[src/rtl/counter_seq_ctrl.sv]
// Sequencing controller for a 4-bit display counter: start/pause/resume/clear/load
// with a run-time rate divider; ports C,Reset in; Start/Stop/Clear/Load/LoadVal/RateSel/Q in; Cl/Pl/D/En/Busy/Done/State out.
module counter_seq_ctrl #(
    parameter logic [27:0] RATE0 = 28'd0,
    parameter logic [27:0] RATE1 = 28'd3,
    parameter logic [27:0] RATE2 = 28'd7,
    parameter logic [27:0] RATE3 = 28'd11,
    parameter logic [3:0]  TERM  = 4'd9
) (
    input  logic       C,
    input  logic       Reset,
    input  logic       Start,
    input  logic       Stop,
    input  logic       Clear,
    input  logic       Load,
    input  logic [3:0] LoadVal,
    input  logic [1:0] RateSel,
    input  logic [3:0] Q,
    output logic       Cl,
    output logic       Pl,
    output logic [3:0] D,
    output logic       En,
    output logic       Busy,
    output logic       Done,
    output logic [1:0] State
);

    typedef enum logic [1:0] {
        S_IDLE  = 2'b00,
        S_RUN   = 2'b01,
        S_PAUSE = 2'b10,
        S_DONE  = 2'b11
    } state_t;

    state_t      state_q, state_d;
    logic [27:0] div_q, div_d;
    logic [27:0] rate_q, rate_d;
    logic [1:0]  rsel_q;
    logic        cl_q, cl_d;
    logic        pl_q, pl_d;
    logic [3:0]  d_q, d_d;

    logic        rate_chg;
    logic        at_rate;
    logic        at_term;

    function automatic logic [27:0] rate_of(input logic [1:0] sel);
        logic [27:0] r;
        case (sel)
            2'b00:   r = RATE0;
            2'b01:   r = RATE1;
            2'b10:   r = RATE2;
            default: r = RATE3;
        endcase
        return r;
    endfunction

    always_ff @(posedge C) begin
        if (Reset) begin
            state_q <= S_IDLE;
            div_q   <= '0;
            rate_q  <= rate_of(RateSel);
            rsel_q  <= RateSel;
            cl_q    <= 1'b0;
            pl_q    <= 1'b0;
            d_q     <= '0;
        end else begin
            state_q <= state_d;
            div_q   <= div_d;
            rate_q  <= rate_d;
            rsel_q  <= RateSel;
            cl_q    <= cl_d;
            pl_q    <= pl_d;
            d_q     <= d_d;
        end
    end

    // While the clear pulse is out the counter's Q is stale, so the
    // terminal test and the enable both wait for Cl to return high.
    assign rate_chg = (RateSel != rsel_q);
    assign at_rate  = (div_q == rate_q);
    assign at_term  = cl_q && (Q == TERM);

    // Stop/Clear suppress the step so a divider frozen at its terminal
    // value does not step the counter twice across a pause.
    assign En = (state_q == S_RUN) && cl_q && at_rate && (Q != TERM)
             && !rate_chg && !Stop && !Clear && !Reset;

    always_comb begin
        state_d = state_q;
        div_d   = div_q;
        rate_d  = rate_q;
        cl_d    = 1'b1;
        pl_d    = 1'b0;
        d_d     = d_q;

        if (Clear) begin
            state_d = S_IDLE;
            cl_d    = 1'b0;
            div_d   = '0;
        end else begin
            case (state_q)
                S_IDLE: begin
                    if (Stop) begin
                        state_d = S_IDLE;
                    end else if (Start) begin
                        state_d = S_RUN;
                        div_d   = '0;
                    end else if (Load) begin
                        pl_d = 1'b1;
                        d_d  = LoadVal;
                    end
                end
                S_RUN: begin
                    if (Stop) begin
                        state_d = S_PAUSE;
                    end else if (at_term) begin
                        state_d = S_DONE;
                        div_d   = '0;
                    end else begin
                        div_d = at_rate ? 28'd0 : div_q + 28'd1;
                    end
                end
                S_PAUSE: begin
                    if (Stop) begin
                        state_d = S_PAUSE;
                    end else if (Start) begin
                        state_d = S_RUN;
                    end else if (Load) begin
                        pl_d = 1'b1;
                        d_d  = LoadVal;
                    end
                end
                default: begin
                    if (Stop) begin
                        state_d = S_DONE;
                    end else if (Start) begin
                        state_d = S_RUN;
                        cl_d    = 1'b0;
                        div_d   = '0;
                    end else if (Load) begin
                        pl_d = 1'b1;
                        d_d  = LoadVal;
                    end
                end
            endcase
        end

        // A new rate restarts the divider from zero in every state.
        if (rate_chg) begin
            rate_d = rate_of(RateSel);
            div_d  = '0;
        end
    end

    assign Cl    = cl_q;
    assign Pl    = pl_q;
    assign D     = d_q;
    assign Busy  = (state_q == S_RUN);
    assign Done  = (state_q == S_DONE);
    assign State = state_q;

endmodule

[config.mk]
export PLATFORM = sky130hd
export DESIGN_NAME = counter_seq_ctrl
export DESIGN_NICKNAME = d
export VERILOG_FILES = /design/src/rtl/counter_seq_ctrl.sv
export SDC_FILE = /design/constraint.sdc
export NUM_CORES = 1
export LEC_CHECK = 0
export CAP_MARGIN = 25
export CORE_MARGIN = 4
export CORE_UTILIZATION = 65
export CTS_CLUSTER_DIAMETER = 30
export CTS_CLUSTER_SIZE = 25
export DETAILED_ROUTE_END_ITERATION = 6
export DONT_BUFFER_PORTS = 1
export GPL_TIMING_DRIVEN = 0
export PLACE_DENSITY = 0.81
export RECOVER_POWER = 25
export SETUP_SLACK_MARGIN = 0.3
export SYNTH_ARGS = -nofsm -noshare
export SYNTH_HDL_FRONTEND = slang
export SYNTH_SLANG_ARGS = --single-unit
[constraint.sdc]
create_clock -name C -period 3.6 [get_ports C]
set_clock_uncertainty 0.15 [all_clocks]
set_input_delay 0.72 -clock C [delete_from_list [all_inputs] [get_ports C]]
set_output_delay 0.72 -clock C [all_outputs]
set_load 0.02 [all_outputs]
==> results.md <==
Clock network:
- The count of H-tree levels built during CTS is 2.
- The later pin in the worst-skew pair is clocked with a latency of 0.36 ns.
- After clock tree synthesis, the clock-pin slew on the worst setup and hold paths is about 0.12 ns.
- The buffers inserted during post-CTS setup optimization is 0.
- The clock passes through at most 2 buffers.
- The number of buffers added by the clock tree synthesis step is 5.
- The number of clock sinks seen by CTS is about 40.
- TritonCTS built the clock tree.
- The root buffer cell is sky130_fd_sc_hd__clkbuf_4.

Detailed routing:
- The first routing iteration left 175 violations.
- The number of vias per cell is around 6.4.
- The length of the first detailed-routing pass in iterations is 4.
- Wires add up to about 4500 um.
- The number of nets with antenna violations after detailed routing is 0.
- Dividing the detail-routed wire length by the instance count gives 15.9 um.
- The number of DRC violations after detailed routing is 0.
- The via count of the routed design is 1816.

Cells and area:
- After the last flow step, the layout net total stands at 257.
- From synthesis to final layout, the design area changed by 6.57%.
- 0 antenna diodes ended up in the layout.
- Once layout is done, the placed cells without fillers occupy 0.00221 mm^2.
- The share of cells above drive strength 1 is 0.0954.

Placed design:
- The count of buffers added on input and output ports is 0.
- After detailed placement, the total cell area comes to about 0.0021 mm^2.
- The total half-perimeter wirelength after legalization and detailed placement is 3360 um.
- The weighted congestion at the end of routability-driven global placement is a little under 0.9.

Die:
- For this configuration, the core starts out at a cell density of 0.680.
- In this run the count of I/O pins placed on the die edge is 27.
- The total area inside the core boundary comes to 0.00305 mm^2.
- The die height is ~65 um.
- The die covers between 0.004 and 0.005 mm^2.
- The number of standard-cell rows in the floorplan is 20.
- From left edge to right edge, the die measures between 60 and 70 um.

Setup path:
- The endpoint type of the worst setup path is an output pin.
- The critical path in this run is classified as reg -> out.
- The kind of launch point of the worst setup path is a register.
- For this run, the slowest stage of the critical path takes 0.51 ns.
- STA puts the critical path data arrival time at about 2.3 ns.
- The data required time at the worst endpoint is 2.73 ns.
- Walking the worst path, the cells encountered are nor4_1 -> nand4_1 -> or4_1 -> clkbuf_1 -> nor3_4.
- The highest net fanout along the worst path is 6.
- Among all stages on the critical path, the largest delay is contributed by sky130_fd_sc_hd__or4_1.

Power:
- The peak supply drop is approximately 300 uV.
- For this design the ratio of total power to cell area is 356 mW/mm^2.
- For this design the static power due to leakage is 0.000714 uW.

Flow run:
- The number of maximum-capacitance violations is 0.

Global route:
- The first global-routing pass estimated 7890 um of wire.
- The number of antenna violations at the first check in global routing came to 0.
- For this run, the total global-route usage over all layers was measured as 0.242.
- The maximum number of pins on one net before global-route repair is 14.
- The via count of the first global-routing pass is 1802.
- The overflow left after global routing is 0.

Synth:
- sky130_fd_sc_hd__dfxtp_1 is the most common cell in the netlist.
- The most used flip-flop cell after synthesis is sky130_fd_sc_hd__dfxtp_1.
- In the synthesized netlist, the number of instances is around 230.
- By count the netlist is led by sky130_fd_sc_hd__dfxtp_1, sky130_fd_sc_hd__nor3_1, sky130_fd_sc_hd__xor2_1.
- In this run the cell area of the synthesized design comes to 0.00208 mm^2.
- The share of synthesized registers carrying an async set or reset is 0.
- Of the post-synthesis cell area, the dominant cell type holds 0.366.
- The net count of the mapped netlist is 250.
- For this run, the number of Yosys warnings is 0.
- The distinct cell type count of the synthesized netlist is 44.
- Counting flops with a built-in enable in the synthesized netlist gives 3.
- The share of the Yosys chip area taken by registers is 0.410.
- In this run the mean area of a mapped cell was a little under 9 um^2.
- Summed over all instances, the cell type with the most area after synthesis is sky130_fd_sc_hd__dfxtp_1.
- Yosys attributes the largest share of cell area to sky130_fd_sc_hd__dfxtp_1, sky130_fd_sc_hd__xor2_1, sky130_fd_sc_hd__nor3_1, sky130_fd_sc_hd__nand4_1, sky130_fd_sc_hd__edfxtp_1.
- In this run, synthesis produced a sequential element count of 41.

STA:
- Subtracting the final worst setup slack from the clock period gives 3.14 ns.
- The number of hold-slack violations in the final timing report is 0.
- The transition time at the pin with the least slew margin is just under 0.8 ns.
- Setup violations remaining at the end of the flow were counted as 0.
- The worst pin sits at a relative slew slack of 0.488.
- In the finished design, the share of the clock period the worst path needs comes to 0.871.
- The final sum of negative setup slack is 0 ns.
- For this run, the top clock speed supported by timing is approximately 320 MHz.
- The number of max-slew violations in the final report is 0.
- Setup repair after global routing left no endpoint under its margin.

Run status:
- The run finished with clean final reports.

Hold path:
- The path class of the tightest hold or removal check is in -> reg.
-- final timing paths --
| kind | slack [ns] | end | cells after the start | startpoint |
|---|---|---|---|---|
| setup / recovery | 0.46 | En | 5 | div_q[20]$_SDFFE_PP0P_ |
| hold / removal | 0.23 | rsel_q[1]$_DFF_P_ | 0 | RateSel[1] |
| setup reg to reg | 0.98 | div_q[23]$_SDFFE_PP0P_ | 5 | State[0]$_SDFFE_PP0P_ |
| hold reg to reg | 0.40 | div_q[23]$_SDFFE_PP0P_ | 2 | div_q[23]$_SDFFE_PP0P_ |
-- logic make-up (layout without fill, tap and decap cells) --
family,count (synthesis),in the layout,share of synthesized area
AND/OR/NAND/NOR,120,120,0.320
flip-flops,41,41,0.410
XOR/XNOR,26,26,0.110
AO/OA/AOI/OAI,24,24,0.100
buffers and inverters,17,25,0.0355
multiplexers,4,4,0.0193
adder cells (fa/ha/maj),1,1,0.00602
-- report_power, final --
group / total [uW] / leakage (uW) / switching (uW) / internal [uW]
clock network: 271 / 0.0000404 / 153 / 118
registers: 472 / 0.000339 / 6.72 / 466
logic: 45.9 / 0.000335 / 30.3 / 15.5
-- registers in the layout, summed over array words and instances (netlist names) --
register,count
div_q,28
D,4
rate_q,3
State,2
rsel_q,2
Cl,1
Pl,1
-- metal layers --
| layer | share of wire | routed length (um) | GRT usage | vias up |
|---|---|---|---|---|
| met5 | 0 | 0 | 0 | - |
| met4 | 0.020 | 93 | 0.140 | 0 |
| met3 | 0.068 | 310 | 0.0589 | 9 |
| met2 | 0.50 | 2260 | 0.409 | 71 |
| met1 | 0.41 | 1870 | 0.278 | 868 |
| li1 | - | - | - | 868 |
-- cell usage in the layout (no fill, tap or decap), types with 3 or more instances in the layout --
| master | n |
|---|---|
| sky130_fd_sc_hd__a21oi_1 | 5 |
| sky130_fd_sc_hd__xnor2_1 | 8 |
| sky130_fd_sc_hd__xor2_1 | 18 |
| sky130_fd_sc_hd__clkbuf_4 | 5 |
| sky130_fd_sc_hd__nand2_1 | 16 |
| sky130_fd_sc_hd__or3_1 | 3 |
| sky130_fd_sc_hd__edfxtp_1 | 3 |
| sky130_fd_sc_hd__clkbuf_1 | 7 |
| sky130_fd_sc_hd__nand4_1 | 15 |
| sky130_fd_sc_hd__nor4_1 | 9 |
| sky130_fd_sc_hd__nor3_1 | 25 |
| sky130_fd_sc_hd__and2_1 | 4 |
| sky130_fd_sc_hd__inv_1 | 7 |
| sky130_fd_sc_hd__nand3_1 | 10 |
| sky130_fd_sc_hd__dfxtp_1 | 38 |
| sky130_fd_sc_hd__mux2i_1 | 4 |
| sky130_fd_sc_hd__nor2_1 | 16 |
| sky130_fd_sc_hd__a211oi_1 | 6 |
-- critical path: cells and delay by family (launching register included) --
kind                   cells  cell delay, ns
buffers and inverters      1            0.24
flip-flops                 1            0.37
AND/OR/NAND/NOR            4            1.31
-- cell type report --
class	instances	area, um^2
buffer	10	47.5
clock buffer	7	66.3
clock inverter	1	5.00
fill	250	840
inverter	7	26.3
multi-input combinational	175	1160
sequential	41	851
tap	44	55.1
-- per-stage QoR --
stage | setup WS [ns] | std cells | total power (uW) | util | hold WS [ns]
after floorplan | 0.842 | 233 | 517 | - | 0.330
after global routing | 0.352 | 285 | 813 | 0.725 | 0.199
final | 0.463 | 285 | 789 | 0.725 | 0.226
after detailed placement | 0.564 | 277 | 527 | 0.698 | 0.376
after CTS | 0.338 | 285 | 786 | 0.723 | 0.219
after global placement | 0.560 | 277 | 525 | 0.698 | 0.356
-- what timing repair did --
item / CTS / global route
pin swaps: 0 / 1
gates resized for setup: 1 / 1
cloned: 0 / 0
hold buffers: 0 / 0
endpoints found under the setup margin: 1 / 1
endpoints found under the hold margin: 0 / 0
(Power assumes the default switching activity.)
